`config.mk`:
```
export PLATFORM = sky130hd
export DESIGN_NAME = aes_round_key_gen_flat
export DESIGN_NICKNAME = d
export VERILOG_FILES = /design/src/rtl/aes_round_key_gen_if.sv /design/src/rtl/aes_round_key_gen.sv /design/src/flat_wrapper.sv
export SDC_FILE = /design/constraint.sdc
export NUM_CORES = 2
export LEC_CHECK = 0
export ABC_AREA = 1
export BUFFER_PORTS_ARGS = -buffer_cell sky130_fd_sc_hd__buf_2
export CORE_ASPECT_RATIO = 0.75
export CORE_MARGIN = 5
export CORE_UTILIZATION = 40
export DETAILED_ROUTE_END_ITERATION = 10
export PLACE_DENSITY_LB_ADDON = 0.05
export SKIP_LAST_GASP = 1
export SLEW_MARGIN = 30
export SYNTH_ARGS = -nofsm -noshare
export SYNTH_HDL_FRONTEND = slang
export SYNTH_SLANG_ARGS = --single-unit
```
`constraint.sdc`:
```
create_clock -name clk -period 26.2 [get_ports clk]
set_input_delay 1.31 -clock clk [delete_from_list [all_inputs] [get_ports clk]]
set_output_delay 1.31 -clock clk [all_outputs]
set_load 0.05 [all_outputs]
```
`src/rtl/aes_round_key_gen_if.sv`:
```
// Key-load and round-key stream bundle for aes_round_key_gen.
// slave = key-schedule engine side; master = key source / round-key consumer side.
interface aes_round_key_gen_if;
    logic [127:0] key_in;
    logic         key_valid;
    logic         key_ready;
    logic [127:0] rk_data;
    logic [3:0]   rk_round;
    logic         rk_valid;
    logic         rk_ready;
    logic         rk_last;
    logic         busy;

    modport slave (
        input  key_in, key_valid, rk_ready,
        output key_ready, rk_data, rk_round, rk_valid, rk_last, busy
    );

    modport master (
        output key_in, key_valid, rk_ready,
        input  key_ready, rk_data, rk_round, rk_valid, rk_last, busy
    );
endinterface

```
`src/rtl/aes_round_key_gen.sv`:
```
// AES-128 key schedule: expands one cipher key into NR+1 round keys, then streams them out.
// Latency: key handshake at T -> first round key valid at T+11 (one expansion round per cycle).
// Backpressure: rk_* hold while rk_valid && !rk_ready; key_ready only in IDLE. AES_KEY_DEC_ORDER_EN streams 10..0.
module aes_round_key_gen #(
    parameter int NR = 10
) (
    input  logic              clk,
    input  logic              rst,
    aes_round_key_gen_if.slave bus
);
    localparam logic [1:0] IDLE   = 2'd0;
    localparam logic [1:0] EXPAND = 2'd1;
    localparam logic [1:0] STREAM = 2'd2;

`ifdef AES_KEY_DEC_ORDER_EN
    localparam logic [3:0] FIRST_PTR = 4'(NR);
    localparam logic [3:0] LAST_PTR  = 4'd0;
`else
    localparam logic [3:0] FIRST_PTR = 4'd0;
    localparam logic [3:0] LAST_PTR  = 4'(NR);
`endif

    // Forward S-box, entry 0 in the most significant byte.
    localparam logic [2047:0] SBOX_TBL = {
        128'h637c777bf26b6fc53001672bfed7ab76,
        128'hca82c97dfa5947f0add4a2af9ca472c0,
        128'hb7fd9326363ff7cc34a5e5f171d83115,
        128'h04c723c31896059a071280e2eb27b275,
        128'h09832c1a1b6e5aa0523bd6b329e32f84,
        128'h53d100ed20fcb15b6acbbe394a4c58cf,
        128'hd0efaafb434d338545f9027f503c9fa8,
        128'h51a3408f929d38f5bcb6da2110fff3d2,
        128'hcd0c13ec5f974417c4a77e3d645d1973,
        128'h60814fdc222a908846eeb814de5e0bdb,
        128'he0323a0a4906245cc2d3ac629195e479,
        128'he7c8376d8dd54ea96c56f4ea657aae08,
        128'hba78252e1ca6b4c6e8dd741f4bbd8b8a,
        128'h703eb5664803f60e613557b986c11d9e,
        128'he1f8981169d98e949b1e87e9ce5528df,
        128'h8ca1890dbfe6426841992d0fb054bb16
    };

    function automatic logic [7:0] sbox(input logic [7:0] x);
        logic [10:0] idx;
        idx = {~x, 3'b000};
        return SBOX_TBL[idx +: 8];
    endfunction

    function automatic logic [7:0] rcon(input logic [3:0] r);
        logic [7:0] v;
        case (r)
            4'd1:    v = 8'h01;
            4'd2:    v = 8'h02;
            4'd3:    v = 8'h04;
            4'd4:    v = 8'h08;
            4'd5:    v = 8'h10;
            4'd6:    v = 8'h20;
            4'd7:    v = 8'h40;
            4'd8:    v = 8'h80;
            4'd9:    v = 8'h1b;
            4'd10:   v = 8'h36;
            default: v = 8'h00;
        endcase
        return v;
    endfunction

    function automatic logic [127:0] expand_step(input logic [127:0] k, input logic [7:0] rc_byte);
        logic [31:0] w0, w1, w2, w3, t;
        {w0, w1, w2, w3} = k;
        t  = {sbox(w3[23:16]), sbox(w3[15:8]), sbox(w3[7:0]), sbox(w3[31:24])} ^ {rc_byte, 24'h000000};
        w0 = w0 ^ t;
        w1 = w1 ^ w0;
        w2 = w2 ^ w1;
        w3 = w3 ^ w2;
        return {w0, w1, w2, w3};
    endfunction

    logic [1:0]   state;
    logic [3:0]   rc;
    logic [3:0]   ptr;
    logic [127:0] store [0:NR];
    logic [127:0] prev_rk;
    logic [127:0] next_rk;
    logic         key_fire;
    logic         beat;

    // Gating with rst keeps key_ready low in the reset cycle and lets rst win over key_valid.
    assign bus.key_ready = (state == IDLE) && !rst;
    assign key_fire      = bus.key_valid && bus.key_ready;

    assign bus.rk_valid  = (state == STREAM);
    assign bus.rk_data   = bus.rk_valid ? store[ptr] : '0;
    assign bus.rk_round  = bus.rk_valid ? ptr : 4'd0;
    assign bus.rk_last   = bus.rk_valid && (ptr == LAST_PTR);
    assign bus.busy      = (state != IDLE);
    assign beat          = bus.rk_valid && bus.rk_ready;

    // rc stays within 1..NR so the read index is always a written entry.
    assign prev_rk = store[rc - 4'd1];
    assign next_rk = expand_step(prev_rk, rcon(rc));

    always_ff @(posedge clk) begin
        if (rst) begin
            state <= IDLE;
            rc    <= 4'd1;
            ptr   <= 4'd0;
        end else begin
            case (state)
                IDLE: begin
                    if (key_fire) begin
                        state <= EXPAND;
                        rc    <= 4'd1;
                    end
                end
                EXPAND: begin
                    if (rc == 4'(NR)) begin
                        state <= STREAM;
                        ptr   <= FIRST_PTR;
                    end else begin
                        rc <= rc + 4'd1;
                    end
                end
                STREAM: begin
                    if (beat) begin
                        if (bus.rk_last) begin
                            state <= IDLE;
                        end else begin
`ifdef AES_KEY_DEC_ORDER_EN
                            ptr <= ptr - 4'd1;
`else
                            ptr <= ptr + 4'd1;
`endif
                        end
                    end
                end
                default: state <= IDLE;
            endcase
        end
    end

    // Key store needs no reset: it is only read after a full expansion.
    always_ff @(posedge clk) begin
        if (key_fire) begin
            store[0] <= bus.key_in;
        end else if (state == EXPAND) begin
            store[rc] <= next_rk;
        end
    end
endmodule

```
`src/flat_wrapper.sv`:
```
// flat-port wrapper written by rule: the top's interface ports become plain ports
module aes_round_key_gen_flat 
#(
    parameter int NR = 10
)
  (clk, rst, bus_key_in, bus_key_valid, bus_rk_ready, bus_key_ready, bus_rk_data, bus_rk_round, bus_rk_valid, bus_rk_last, bus_busy);
  aes_round_key_gen_if bus_i ();
  input  logic clk;
  input  logic rst;
  input wire logic [$bits(bus_i.key_in)-1:0] bus_key_in;
  input wire logic [$bits(bus_i.key_valid)-1:0] bus_key_valid;
  input wire logic [$bits(bus_i.rk_ready)-1:0] bus_rk_ready;
  output wire logic [$bits(bus_i.key_ready)-1:0] bus_key_ready;
  output wire logic [$bits(bus_i.rk_data)-1:0] bus_rk_data;
  output wire logic [$bits(bus_i.rk_round)-1:0] bus_rk_round;
  output wire logic [$bits(bus_i.rk_valid)-1:0] bus_rk_valid;
  output wire logic [$bits(bus_i.rk_last)-1:0] bus_rk_last;
  output wire logic [$bits(bus_i.busy)-1:0] bus_busy;
  assign bus_i.key_in = bus_key_in;
  assign bus_i.key_valid = bus_key_valid;
  assign bus_i.rk_ready = bus_rk_ready;
  assign bus_key_ready = bus_i.key_ready;
  assign bus_rk_data = bus_i.rk_data;
  assign bus_rk_round = bus_i.rk_round;
  assign bus_rk_valid = bus_i.rk_valid;
  assign bus_rk_last = bus_i.rk_last;
  assign bus_busy = bus_i.busy;
  aes_round_key_gen #(.NR(NR)) u_core (.clk(clk), .rst(rst), .bus(bus_i));
endmodule
```
==> Word level (Yosys, flattened, before mapping) <==
Memory sizes are Yosys's and may differ from the RTL's. A register that Yosys moved wholly into a read port is not among the register bits.
Index checks and enable logic that the tools add are counted.
{ "totals": {"register_bits": 10, "latch_bits": 0, "mem_bits_rw": 1408, "mem_bits_ro": 128, "inputBits": 132, "out_inout_bits": 136, "n_memories": 2} }
{ "classes": {"add_sub_neg": 3, "multipliers": 0, "div": 0, "magnitude_cmp": 0, "eq_ne": 10, "shift": 4, "mux": 26, "bitwise": 9, "n_reduce_logical": 13} }
{ "memory_table": {"columns": ["memory", "depth", "width", "rd", "rd_clocked_by_memory_dff", "write_ports", "line", "source"], "rows": [
  ["u_core.store", 11, 128, 2, 1, 1, "aes_round_key_gen.sv:81", "logic [127:0] store [0:NR];"],
  ["(no name shown)", 16, 8, 1, 1, 0, "aes_round_key_gen.sv:51", "case (r)"]
]} }
{ "ops": {"columns": ["op", "count"], "rows": [
  ["variable part select 2048 x 12 -> 8 bit (first input constant)", 4],
  ["2-to-1 mux 128 bit", 2],
  ["XOR 32 bit", 5],
  ["OR reduction 128 bit", 1],
  ["2-to-1 mux 4 bit", 11],
  ["NOT 8 bit", 4],
  ["case mux 4 bit (2 select lines)", 2],
  ["adder 4 x 1 -> 4 bit (second input constant)", 2],
  ["equality test 4 bit (second input constant)", 2],
  ["2-to-1 mux 2 bit", 4],
  ["!= test 2 bit (second input constant)", 4],
  ["AND reduction 4 bit", 2],
  ["2-to-1 mux 1 bit", 6],
  ["case mux 2 bit (3 select lines)", 1],
  ["nonzero test 2 bit", 3],
  ["logical AND 1 bit", 4],
  ["!= test 2 x 1 -> 1 bit (second input constant)", 2],
  ["subtractor 4 x 1 -> 4 bit (second input constant)", 1],
  ["AND reduction 3 bit", 1],
  ["equality test 2 x 1 -> 1 bit (second input constant)", 1],
  ["equality test 2 bit (second input constant)", 1],
  ["logical NOT 2 bit", 1],
  ["logical NOT 1 bit", 1]
]} }

==> Longest topological paths before layout <==
An unclocked memory read counts as a cell.
{ "depth": {"depth_word": 10, "mapped_depth": 40, "mapped_depth_nobuf": 29} }

==> Least setup slack after synthesis <==
OpenSTA, ideal clock, no wires.
{ "synth_path": {"path_type": "register -> register", "start": "register u_core.rc[0]", "end": "memory u_core.store[2][0], enable pin", "setup_ns": 0.929, "t_arrival_ns": 14.038, "path_slack_ns": 11.233, "path_stages_with_launch": 12, "path_buffers": 10, "cell_sequence": "dfxtp_1 -> buf_6 -> buf_6 -> buf_6 -> buf_4 -> buf_6 -> buf_6 -> buf_4 -> buf_2 -> buf_2 -> buf_2 -> nor4_1"} }
{ "synth_via": {"elab_chain_cells": 1} }
{ "synth_rtl": {"columns": ["item", "line", "source"], "rows": [
  ["start, declared", "aes_round_key_gen.sv:79", "logic [3:0] rc;"],
  ["start signal, assigned", "aes_round_key_gen.sv:120", "rc <= rc + 4'd1;"],
  ["2-to-1 mux 4 bit (no source line)", null, null],
  ["end, declared", "aes_round_key_gen.sv:81", null]
]} }
No other way between the ends.

==> Final worst setup path <==
{ "layout_path": {"start": "register u_core.rc[0]", "end": "memory u_core.store[5][13], data pin"} }
{ "layout_via": {"elab_chain_cells": 10} }
{ "layout_rtl": {"columns": ["item", "line", "source"], "rows": [
  ["subtractor 4 x 1 -> 4 bit (*)", "aes_round_key_gen.sv:99", "assign prev_rk = store[rc - 4'd1];"],
  ["memory read (11 x 128 bit) (*)", null, null],
  ["NOT 8 bit", "aes_round_key_gen.sv:45", "idx = {~x, 3'b000};"],
  ["variable part select 2048 x 12 -> 8 bit", "aes_round_key_gen.sv:46", "return SBOX_TBL[idx +: 8];"],
  ["XOR 32 bit", "aes_round_key_gen.sv:70", "t = {sbox(w3[23:16]), sbox(w3[15:8]), sbox(w3[7:0]), sbox(w3[31:24])} ^ {rc_byte, 24'h000000};"],
  ["XOR 32 bit", "aes_round_key_gen.sv:71", "w0 = w0 ^ t;"],
  ["XOR 32 bit", "aes_round_key_gen.sv:72", "w1 = w1 ^ w0;"],
  ["XOR 32 bit", "aes_round_key_gen.sv:73", "w2 = w2 ^ w1;"],
  ["XOR 32 bit (*)", "aes_round_key_gen.sv:74", "w3 = w3 ^ w2;"],
  ["2-to-1 mux 128 bit (no source line) (*)", null, null]
]} }
Mark *: on every way between the ends. The rest lies on a longest branch, timed or not.

==> results.cfg <==
[floorplan]
coreArea_mm2 = 0.2117
dieArea_mm2 = 0.2230
row_count = 146
die-width_um = 543.6
start_util = 0.4035
io_pins = 268
fp.dieH_um = 410.2

[setup_path]
path_max_fanout = 145
end_kind = flop
slowest_stage = nand2_2
crit_top_cell = nand3_1
r2r_slack_ns = 17.39
critical_path_class = reg2reg
slowest_delay_ns = 0.70
critPathRequiredTime_ns = 26.62
r2r-start = u_core.rc[0]
r2r_end = u_core.store[5][13]
startpoint = u_core.rc[0]
worstPathCellList = inv_16 > ha_4 > inv_16 > buf_4 > buf_4 > buf_4 > nand3_1 > nand3_1 > nand3_4 > nand2_2 > inv_2 > nand2_1 > nand3_1 > nand3_1 > nand3_1 > nand2_1 > nand3_1 > nand3_1 > nand3_1 > nand3_1 > nand3_1 > nand2_1 > nand2_1
worstRegToRegCells = 23
worstPathArrival_ns = 9.24
start_kind = flop

[logic_synthesis]
synthAdderAreaFrac = 0.009520
yosys.area_share.simple = 0.2375
syn_inst = 10240
ys_types = 46
muxShareOfSynthArea = 0
synth_area_leaders = edfxtp_1 (49%), nand3_1 (12%), nand2_1 (8.4%), o21ai_0 (5.9%), a21oi_1 (5.6%)
synth_edf_count = 1408
async_reset_ff_frac = 0
synth_compound_area_frac = 0.1711
synth_top_area_share = 0.4949
synthXorXnorAreaFrac = 0.001025
syn_area_per_cell_um2 = 8.339
yosysWarnings = 0
synth_nets = 10440
yosys-top-cells-count = nand3_1 (2015), nand2_1 (1901), edfxtp_1 (1408)
yosysMostFrequentCell = nand3_1
ys_ff_latch = 1430
synth_top_family_by_area = simple AND/OR/NAND/NOR gates
syn_area_mm2 = 0.08543
synth-seq-area-share = 0.5001
synth_largest_area_cell = edfxtp_1
yosys_most_used_dff = edfxtp_1

[sta]
worstMarginPinSlew_ns = 1.140
skew_ns = 0.06771
slew_headroom = 0.2321
final_max_slew_viol_count = 0
setup_viol = 0
rsz0062_at_grt = false
post-route-min-period_ns = 8.812
hold_viol_final = 0
fmax_mhz = 113.5
period_share = 0.3363
holdWs_ns = 0.5865
finalSetupTns_ns = 0

[min_path]
whs_path_depth = 2
hp-start = u_core.ptr[1]
hold_path.class = reg2reg

[pwr]
vdd_drop_max_mv = 0.06063
powerDensity_mw_per_mm2 = 108.7
p_leak_nw = 35.75
p_total_mw = 10.14

[global_route]
overflow = 0
grt_use_total = 0.3577
antenna_found_initial = 22
grt_pass1_vias = 75120
grt_start_max_net_pins = 179
grt_pass1_wl_um = 576800

[route]
drc = 0
dr_total_vias = 82400
first_pass_iters = 8
vias_per_cell = 6.336
wl_per_cell_um = 31.87
drt-total-wl_um = 414400
drt-initial-drc-count = 12490
drtAntennaViolNets = 0

[clock_network]
clkSinkCount = 1430
clk_latency_ns = 0.87
cts_tree = built
cts_buffer_depth = 4
cts_made_buffers = 165
postCtsResizedCells = 0
root_buffer = clkbuf_16
cts_setup_buffers = 0
clkTransAtPathRegs_ns = 0.06
htreeDepth = 4
postCtsHoldBufs = 0

[run_status]
status = complete, no violations

[flow_run]
maxCapViolations = 0

[placement]
place_congestion = 1.032
dp_hpwl_um = 261600
port_buffers = 267

[cells_and_area]
area_growth_pct = 9.223
layout.nets = 10260
drive_gt1_frac = 0.08852
per-stage QoR:
step	utilization	worst slack [ns]	cell area (um^2)	instances
final	0.4407	17.39	93300	13010
after global routing	0.4406	17.10	93280	12990
after detailed placement	0.4167	17.70	88220	12710
after global placement	0.4160	17.75	88070	12710
after CTS	0.4401	17.69	93190	12990
after floorplan	-	11.23	85430	10240
cells in the final DEF, fill, tap and decap left out, drive strengths merged, types with 2 or more instances in the layout:
cell	netlist	routed
a21oi	966	966
a31oi	63	63
bufinv	0	8
nand3	2047	2047
diode	0	15
nand4	16	16
o211ai	474	474
inv	748	753
clkbuf	362	208
ha	65	65
dfxtp	22	22
clkinv	2	58
nand3b	11	11
clkinvlp	0	7
edfxtp	1408	1408
nor4	2	2
buf	449	461
o221ai	34	34
xor2	9	9
nor3b	2	2
nor3	11	11
o22ai	9	9
nand2	1969	1969
nor2	480	480
or2	5	5
o21ai	1087	1087
per-layer routing:
metal,global-route usage,wire length (um),up-vias
met1,0.5276,179800,40440
met4,0.1552,20640,6
met3,0.07372,44330,800
li1,-,-,35970
met2,0.5053,169700,5174
met5,0,47,-
registers in the layout, indices dropped and copies added (netlist names), named ones only:
name,flops
u_core.rc,4
u_core.ptr,4
u_core.store,1408
u_core.state,2
power breakdown:
part	total [mW]	internal, mW	leakage (nW)	switching [mW]
sequential	2.73	2.71	12.9	0.0233
clock	2.22	1.25	2.40	0.974
combinational	5.19	1.16	20.5	4.04
total	10.1	5.11	35.8	5.03
layout make-up:
| cell class | instances | area [um^2] |
|---|---|---|
| diodes | 15 | 37.54 |
| clock buffers | 208 | 4333 |
| clock inverters | 76 | 630.6 |
| fillers | 20650 | 118400 |
| inverters | 750 | 2884 |
| multi-input cells | 7253 | 36190 |
| flip-flops and latches | 1430 | 42740 |
| well taps | 2812 | 3518 |
| repair buffers | 461 | 2967 |
how the worst max path moves through the flow:
stage | slack, ns | to | cells past startpoint
after floorplan | 11.23 | u_core.store[2][0] | 11
after global placement | 17.75 | u_core.store[0][14] | 25
after detailed placement | 17.70 | u_core.store[10][14] | 25
after CTS | 17.69 | u_core.store[0][14] | 25
after global routing | 17.10 | u_core.store[10][14] | 25
final | 17.39 | u_core.store[5][13] | 23
cell families after synthesis:
kind of cell	count (synthesis)
xor gates and xnor gates	10
buffers and inverters	1561
DFF	1430
and+or+nand+nor	4543
AOI/OAI and AO/OA	2635
adders and majority gates	65
worst max-delay path: cells and delay by family (launching register included):
kind / cells / cell delay [ns]
simple gates: 16 / 4.15
flops: 1 / 0.54
buf+inv: 6 / 2.96
fa+ha+maj: 1 / 0.45
No activity file was read; power rests on OpenSTA's default activity.
